==> src/rtl/alu_result_stage.sv <==
`default_nettype none
// ============================================================================
//  Module      : alu_result_stage
//  Description : Registered output stage behind the 32-bit CLA ALU. Captures
//                the ALU result with its op tag, derives zero, overflow
//                exception, write-enable and branch-taken flags, and hands
//                them to the MEM/WB side through a valid/ready handshake
//                backed by a 2-entry skid buffer. Also keeps a saturating
//                count of accepted overflow-exception entries.
//  Revision    : 1.0 - initial release
// ============================================================================
module alu_result_stage #(
    parameter int W     = 32,
    parameter int CNT_W = 8
) (
    input  logic             clk,
    input  logic             rst_n,
    input  logic             flush,
    // upstream (ALU) side
    input  logic             in_valid,
    output logic             in_ready,
    input  logic [W-1:0]     alu_r,
    input  logic             alu_v,
    input  logic             alu_cout,
    input  logic [2:0]       alu_op,
    input  logic             in_trap,
    input  logic [1:0]       in_br,
    input  logic [4:0]       in_dest,
    // downstream (MEM/WB) side
    output logic             out_valid,
    input  logic             out_ready,
    output logic [W-1:0]     out_r,
    output logic             out_cout,
    output logic             out_zero,
    output logic             out_ovf_exc,
    output logic             out_we,
    output logic             out_br_taken,
    output logic [4:0]       out_dest,
    // overflow-exception statistics
    output logic [CNT_W-1:0] ovf_count,
    input  logic             ovf_clr
);

    // ------------------------------------------------------------------------
    // Constants
    // ------------------------------------------------------------------------
    // Entry layout: {dest[4:0], br_taken, we, ovf_exc, zero, cout, r[W-1:0]}
    localparam int c_ENT_W     = W + 10;
    localparam int c_R_LSB     = 0;
    localparam int c_COUT_BIT  = W;
    localparam int c_ZERO_BIT  = W + 1;
    localparam int c_EXC_BIT   = W + 2;
    localparam int c_WE_BIT    = W + 3;
    localparam int c_BR_BIT    = W + 4;
    localparam int c_DEST_LSB  = W + 5;

    localparam logic [2:0] c_OP_ADD = 3'b010;
    localparam logic [2:0] c_OP_SUB = 3'b110;

    localparam logic [1:0] c_BR_NONE = 2'b00;
    localparam logic [1:0] c_BR_BEQ  = 2'b01;
    localparam logic [1:0] c_BR_BNE  = 2'b10;
    localparam logic [1:0] c_BR_RSVD = 2'b11;

    localparam logic [CNT_W-1:0] c_CNT_MAX = {CNT_W{1'b1}};
    localparam logic [CNT_W-1:0] c_CNT_ONE = {{(CNT_W-1){1'b0}}, 1'b1};

    // Occupancy states: how many entries the stage currently holds
    localparam logic [1:0] S_EMPTY = 2'd0;
    localparam logic [1:0] S_ONE   = 2'd1;
    localparam logic [1:0] S_TWO   = 2'd2;

    // ------------------------------------------------------------------------
    // Registers and wires
    // ------------------------------------------------------------------------
    logic [1:0]         r_state;
    logic               r_in_ready;
    logic               r_out_valid;
    logic [c_ENT_W-1:0] r_main;
    logic [c_ENT_W-1:0] r_skid;
    logic [CNT_W-1:0]   r_ovf_cnt;

    logic               w_push;
    logic               w_pop;
    logic               w_is_arith;
    logic               w_ovf_exc;
    logic               w_zero;
    logic               w_no_br;
    logic               w_we;
    logic               w_br_taken;
    logic [c_ENT_W-1:0] w_entry;

    logic [1:0]         w_state_nxt;
    logic               w_load_main_in;
    logic               w_load_main_skid;
    logic               w_load_skid;

    // ------------------------------------------------------------------------
    // Handshake: both sides use the registered status flags
    // ------------------------------------------------------------------------
    assign w_push = in_valid  & r_in_ready;
    assign w_pop  = r_out_valid & out_ready;

    // ------------------------------------------------------------------------
    // Flag derivation at capture time
    // ------------------------------------------------------------------------
    // Only trapping add/sub may raise an overflow exception; logical ops and
    // SLT never do, regardless of the ALU's V flag.
    assign w_is_arith = (alu_op == c_OP_ADD) | (alu_op == c_OP_SUB);
    assign w_ovf_exc  = in_trap & alu_v & w_is_arith;
    assign w_zero     = (alu_r == {W{1'b0}});

    // Reserved branch encoding behaves as "no branch", so it still writes.
    assign w_no_br    = (in_br == c_BR_NONE) | (in_br == c_BR_RSVD);
    assign w_we       = (in_dest != 5'd0) & ~w_ovf_exc & w_no_br;
    assign w_br_taken = ((in_br == c_BR_BEQ) &  w_zero) |
                        ((in_br == c_BR_BNE) & ~w_zero);

    assign w_entry = {in_dest, w_br_taken, w_we, w_ovf_exc, w_zero, alu_cout, alu_r};

    // ------------------------------------------------------------------------
    // Occupancy next-state and buffer load selection
    // ------------------------------------------------------------------------
    // Decide next occupancy and which register captures what this cycle.
    always_comb begin
        w_state_nxt      = r_state;
        w_load_main_in   = 1'b0;
        w_load_main_skid = 1'b0;
        w_load_skid      = 1'b0;
        case (r_state)
            S_EMPTY: begin
                if (w_push) begin
                    w_state_nxt    = S_ONE;
                    w_load_main_in = 1'b1;
                end
            end
            S_ONE: begin
                if (w_push && w_pop) begin
                    // Old entry leaves while the new one takes its place.
                    w_load_main_in = 1'b1;
                end else if (w_push) begin
                    // Downstream stalled: park the new entry in the skid slot.
                    w_state_nxt = S_TWO;
                    w_load_skid = 1'b1;
                end else if (w_pop) begin
                    w_state_nxt = S_EMPTY;
                end
            end
            S_TWO: begin
                // in_ready is low here, so only a pop can move things.
                if (w_pop) begin
                    w_state_nxt      = S_ONE;
                    w_load_main_skid = 1'b1;
                end
            end
            default: begin
                w_state_nxt = S_EMPTY;
            end
        endcase
        // Flush discards everything, including a push arriving this cycle.
        if (flush) begin
            w_state_nxt      = S_EMPTY;
            w_load_main_in   = 1'b0;
            w_load_main_skid = 1'b0;
            w_load_skid      = 1'b0;
        end
    end

    // Occupancy state plus its registered handshake flags.
    always_ff @(posedge clk) begin
        if (!rst_n) begin
            r_state     <= S_EMPTY;
            r_in_ready  <= 1'b1;
            r_out_valid <= 1'b0;
        end else begin
            r_state     <= w_state_nxt;
            r_in_ready  <= (w_state_nxt != S_TWO);
            r_out_valid <= (w_state_nxt != S_EMPTY);
        end
    end

    // Main and skid entry registers; main drives the outputs directly.
    always_ff @(posedge clk) begin
        if (!rst_n) begin
            r_main <= {c_ENT_W{1'b0}};
            r_skid <= {c_ENT_W{1'b0}};
        end else begin
            if (w_load_main_in) begin
                r_main <= w_entry;
            end else if (w_load_main_skid) begin
                r_main <= r_skid;
            end
            if (w_load_skid) begin
                r_skid <= w_entry;
            end
        end
    end

    // Saturating count of accepted overflow exceptions; clear has priority
    // and a push swallowed by flush is not counted.
    always_ff @(posedge clk) begin
        if (!rst_n) begin
            r_ovf_cnt <= {CNT_W{1'b0}};
        end else if (ovf_clr) begin
            r_ovf_cnt <= {CNT_W{1'b0}};
        end else if (w_push && !flush && w_ovf_exc && (r_ovf_cnt != c_CNT_MAX)) begin
            r_ovf_cnt <= r_ovf_cnt + c_CNT_ONE;
        end
    end

    // ------------------------------------------------------------------------
    // Outputs
    // ------------------------------------------------------------------------
    assign in_ready     = r_in_ready;
    assign out_valid    = r_out_valid;
    assign out_r        = r_main[c_R_LSB +: W];
    assign out_cout     = r_main[c_COUT_BIT];
    assign out_zero     = r_main[c_ZERO_BIT];
    assign out_ovf_exc  = r_main[c_EXC_BIT];
    assign out_we       = r_main[c_WE_BIT];
    assign out_br_taken = r_main[c_BR_BIT];
    assign out_dest     = r_main[c_DEST_LSB +: 5];
    assign ovf_count    = r_ovf_cnt;

endmodule
`default_nettype wire

==> config.mk <==
export PLATFORM = sky130hd
export DESIGN_NAME = alu_result_stage
export DESIGN_NICKNAME = d
export VERILOG_FILES = /design/src/rtl/alu_result_stage.sv
export SDC_FILE = /design/constraint.sdc
export NUM_CORES = 1
export LEC_CHECK = 0
export ABC_CLOCK_PERIOD_IN_PS = 2400
export BUFFER_PORTS_ARGS = -buffer_cell sky130_fd_sc_hd__buf_2
export CAP_MARGIN = 20
export CORE_ASPECT_RATIO = 1.75
export CORE_UTILIZATION = 52
export DETAILED_ROUTE_END_ITERATION = 10
export PLACE_DENSITY = 0.87
export SKIP_LAST_GASP = 1
export SYNTH_ARGS = -nofsm -noshare
export SYNTH_HDL_FRONTEND = slang
export SYNTH_SLANG_ARGS = --single-unit
==> constraint.sdc <==
create_clock -name clk -period 2.4 [get_ports clk]
set_clock_uncertainty 0.1 [all_clocks]
set_input_delay 0 -clock clk [delete_from_list [all_inputs] [get_ports clk]]
set_output_delay 0 -clock clk [all_outputs]
set_load 0.02 [all_outputs]
# Word level (Yosys, flattened, before mapping)
# Index checks and enable logic that the tools add are counted.
word_totals:
  regBits: 96
  out_inout_bits: 52
classes:
  addsub: 1
  eq_ne: 9
  muxes: 19
  n_bitwise: 14
  n_reduce_logical: 12
op_table:
  columns: ["operator", "count"]
  rows:
  - ["two-way mux 42 bit", 2]
  - ["zero test 32 bit", 1]
  - ["two-way mux 2 bit", 6]
  - ["two-way mux 1 bit", 9]
  - ["adder 8 x 1 -> 8 bit (second input constant)", 1]
  - ["AND 1 bit", 8]
  - ["!= test 8 bit (second input constant)", 1]
  - ["equality test 2 bit (second input constant)", 3]
  - ["one-hot mux 2 bit (3 select lines)", 1]
  - ["nonzero test 5 bit", 1]
  - ["equality test 2 x 1 -> 1 bit (second input constant)", 2]
  - ["logical AND 1 bit", 4]
  - ["zero test 2 bit", 2]
  - ["nonzero test 2 bit", 2]
  - ["equality test 3 x 2 -> 1 bit (second input constant)", 1]
  - ["equality test 3 bit (second input constant)", 1]
  - ["inverter 1 bit", 3]
  - ["OR 1 bit", 3]
  - ["!= test 2 bit (second input constant)", 1]
  - ["one-hot mux 1 bit (2 select lines)", 1]
  - ["OR reduction 2 bit", 1]
  - ["zero test 1 bit", 1]

# Logic depth before layout (Yosys ltp)
logic_depth:
  depth_word: 7
  ltp_mapped: 8
  ltp_nobuf: 7

# Worst setup path after synthesis
# OpenSTA, ideal clock, no wires.
synth_path:
  path_kind: "reg2reg"
  from: "reg r_in_ready (netlist: in_ready)"
  to: "reg r_main[11]"
  setup_time_ns: 0.147
  arrival_time_ns: 1.465
  setup_slack_ns: 0.688
  path_stages_with_launch: 7
  n_path_buf: 2
  synth_period_minus_slack_ns: 1.712
  cell_sequence: "dfxtp_1 and3b_1 o21bai_1 a21oi_2 buf_6 buf_4 a311oi_2"
synth_between:
  elab_chain_len: 6
  elab_cells_between_ends: 8
synth_lines:
  columns: ["element", "line_no", "rtl"]
  rows:
  - ["from (decl)", "77", "logic r_in_ready;"]
  - ["from (signal assigned)", "177", "r_in_ready <= (w_state_nxt != S_TWO);"]
  - ["AND 1 bit (*)", "101", "assign w_push = in_valid & r_in_ready;"]
  - ["logical AND 1 bit", "138", "if (w_push && w_pop) begin"]
  - ["two-way mux 1 bit", "138", null]
  - ["one-hot mux 1 bit (2 select lines) (*)", "130", "case (r_state)"]
  - ["two-way mux 1 bit (*)", "161", "if (flush) begin"]
  - ["two-way mux 42 bit or nonzero test 2 bit (tied branches)", null, null]
  - ["to (signal assigned)", "185", "r_main <= {c_ENT_W{1'b0}};"]
  - ["to (signal assigned)", "189", "r_main <= w_entry;"]
  - ["to (signal assigned)", "191", "r_main <= r_skid;"]
  - ["to (decl)", "79", "logic [c_ENT_W-1:0] r_main;"]
# Mark *: on every way between the ends. The rest lies on a longest branch, timed or not.
# A chain may end at the register's enable or synchronous reset.

# Final worst setup path
layout_path:
  from: "reg r_state[1]"
  to: "reg r_skid[26]"
layout_between:
  elab_chain_len: 3
layout_lines:
  columns: ["element", "line_no", "rtl"]
  rows:
  - ["from (decl)", "76", "logic [1:0] r_state;"]
  - ["from (signal assigned)", "176", "r_state <= w_state_nxt;"]
  - ["equality test 2 x 1 -> 1 bit", "130", null]
  - ["two-way mux 1 bit", "130", null]
  - ["two-way mux 1 bit", "161", null]
  - ["to (signal assigned)", "186", "r_skid <= {c_ENT_W{1'b0}};"]
  - ["to (signal assigned)", "194", "r_skid <= w_entry;"]
  - ["to (decl)", "80", "logic [c_ENT_W-1:0] r_skid;"]
# Every way passes these cells.

==> metrics <==
row count=43; worst min path class=in -> reg; Setup Buffers After CTS=0; CP Data Arrival Time=around 2400 ps; Final Hold Viols=0; Power Internal=2.745 mW; Worst slew margin=around two thirds; sw power=between 0.9 and 1 mW; Peak VDD IR=0.0004673 V; static leakage=between 2 and 2.5 nW; Comb pwr share=around 15%; worst skew pair latency=around 340 ps; GRT Total Usage=between 20% and 30%; H-Tree Depth=3; FF+latch count, synth=96; Initial Util=between 50 and 60%; layout cells sized above 1=a little over a quarter; TritonCTS clock tree=built; post-layout min period=2215 ps; root buf cell=clkbuf_16; core area=7909 µm²; Routed Antenna Nets=0; Post-route DRC=0; kind of critical path=reg -> reg; CP required=about 2600 ps; Longest Clk Path Bufs=2; via count=roughly 4200; Max Fclk=approximately 450 MHz; switching portion of total power=26.16%; largest net degree at the start of global routing=61; mean area per synthesized cell=8.352 µm²; fraction of the cycle the final worst path needs=between 90% and 100%; RSZ-0062 raised after global routing=false; Post-synth EDFFs=0; PD cells=approximately 660 nW/µm²; Final Max Slew Viols=0; Clk pwr share=about 39%; port bufs=approximately 100; diode count=0; Die Area=about 8500 µm²; Reg power frac=about 46%; DIE HEIGHT=approximately 120 µm; crit-path max FO=26; actual slew at the worst max-slew pin=479.3 ps; synthesis-to-layout area growth=31.82%; MaxCap Viol Count=0; Placed Area=approximately 4800 µm²; most frequent cells in the layout=165 x nand2_1, 101 x buf_2, 96 x dfxtp_1; sequential element share of the synthesized area=between 40% and 50%; CTS sink cnt=96; ys flop type=dfxtp_1; final instance area=roughly 5600 µm²; DP HPWL=roughly 7300 µm; I/O Pins=around 100; DR vias/cell=~5.7; Syn Inst Count=around 510; Layout Nets=696; Iter 0 DRT Violations=about 290; routed len/inst=roughly 16 µm; ys async rst share=0%; post-synthesis cell type count=41; Clk pin slew, worst setup/hold paths=~60 ps; GRT overflow=0; Detailed Routing Iterations Pass 1=7; Final setup viols=0; post-synth net total=between 500 and 600; first-pass GRT wire length=between 15000 and 20000 µm; outcome=finished clean; global placer's final weighted congestion=approximately 0.82; CP endpoint kind=flip-flop; total routed wirelength=11610 µm; vias in the first global route=4060; commonest non-fill, non-tap cell in the layout=nand2_1; mapped cell area=around 4200 µm²; Setup TNS=0 ps; Yosys warnings=0; initial antenna violation count=0; CTS buffer count=9; CP startpoint kind=flip-flop; Die Width=70.28 µm
## metal layers
metal | part of all wire [%] | wire length [µm] | GRT usage [%]
met1 | 37 | 4341 | 29.78
met2 | 53 | 6199 | 49.88
met3 | 4.4 | 507 | 4.485
met4 | 4.8 | 561 | 16.63
met5 | 0 | 0 | 0
## synthesized netlist by cell type (2+ instances only)
library cell | n | area [µm²]
nand2_1 | 165 | 619.3
dfxtp_1 | 96 | 1922
nor2_1 | 54 | 202.7
a21oi_1 | 36 | 180.2
a311oi_2 | 35 | 525.5
clkbuf_1 | 19 | 71.32
a21boi_0 | 13 | 97.59
buf_2 | 8 | 40.04
nor4_1 | 8 | 50.05
buf_4 | 6 | 45.04
inv_1 | 5 | 18.77
nand3_1 | 5 | 25.02
o21ai_0 | 5 | 25.02
a311oi_1 | 4 | 35.03
nand2b_1 | 4 | 25.02
nor3_1 | 4 | 20.02
xnor2_1 | 4 | 35.03
buf_6 | 3 | 33.78
ha_1 | 3 | 37.54
nand4_1 | 3 | 18.77
or3_1 | 3 | 18.77
a21oi_2 | 2 | 17.52
and3b_1 | 2 | 17.52
mux2i_1 | 2 | 20.02
nand3b_1 | 2 | 15.01
xor2_1 | 2 | 17.52
## state kept, by name, summed over array words and instances, names as in the netlist
signal and flops:
r_main 42, r_skid 42, ovf_count 8, r_state 2
in_ready 1, out_valid 1
## final cells by class
cell class | count | area, µm²
clock buffer | 11 | 252.7
fill | 584 | 2316
clock inverter | 5 | 55.05
timing repair buffer | 160 | 1100
multi-input combinational | 369 | 2128
sequential | 96 | 1922
tap | 90 | 112.6
inverter | 6 | 22.52
## worst max-delay path: stages (launching register included)
cell and delay, ps:
dfxtp_1 350, and3b_1 330, and3_1 210, buf_4 310
nand2_1 90, a21boi_0 200, dlygate4sd3_1 580
## stage by stage
stage | power (mW) | setup slack [ps] | std cells | hold WS [ps] | utilization [%]
6_report | 3.717 | 185.4 | 737 | 7.244 | 70.72
3_3_place_gp | 2.215 | 647.8 | 672 | 164.7 | 60.53
5_1_grt | 3.850 | 72.97 | 737 | 35.23 | 70.72
2_1_floorplan | 2.059 | 688.2 | 508 | 35.96 | -
3_5_place_dp | 2.233 | 549.2 | 672 | 173.7 | 60.53
4_1_cts | 3.722 | 113.7 | 737 | 1.295 | 70.62
## timing repair
| item | CTS | global route |
|---|---|---|
| hold buffers | 49 | 0 |
| resized for setup | 0 | 2 |
| endpoints found under the setup margin | 0 | 5 |
| hold endpoints to repair | 82 | 0 |
## power by group through the flow
| stage | Clock [mW] | Sequential (mW) | Combinational (mW) |
|---|---|---|---|
| finish | 1.45 | 1.70 | 0.568 |
| CTS | 1.47 | 1.69 | 0.561 |
| global route | 1.53 | 1.70 | 0.616 |
| detailed placement | 0 | 1.73 | 0.504 |
| global placement | 0 | 1.73 | 0.489 |
| floorplan | 0 | 1.79 | 0.269 |
## path summary, 6_finish.rpt
path	startpoint	to	slack, ps	depth (start not counted)
setup / recovery	r_state[1]	r_skid[26]	190	6
hold reg to reg	r_skid[5]	r_skid[5]	360	2
hold / removal	ovf_clr	ovf_count[4]	7	3
setup reg to reg	r_state[1]	r_skid[26]	190	6
## logic make-up (layout without fill, tap and decap cells)
kind of cell / Yosys count / in the layout / share of synthesized area (%)
AO/OA/AOI/OAI: 103 / 103 / 22.32
XOR/XNOR: 6 / 6 / 1.239
adder cells (fa/ha/maj): 3 / 3 / 0.8848
buffers and inverters: 43 / 182 / 5.102
flip-flops: 96 / 96 / 45.30
multiplexers: 2 / 2 / 0.4719
AND/OR/NAND/NOR: 255 / 255 / 24.68
Note: power is estimated with default switching activity, not from simulation.
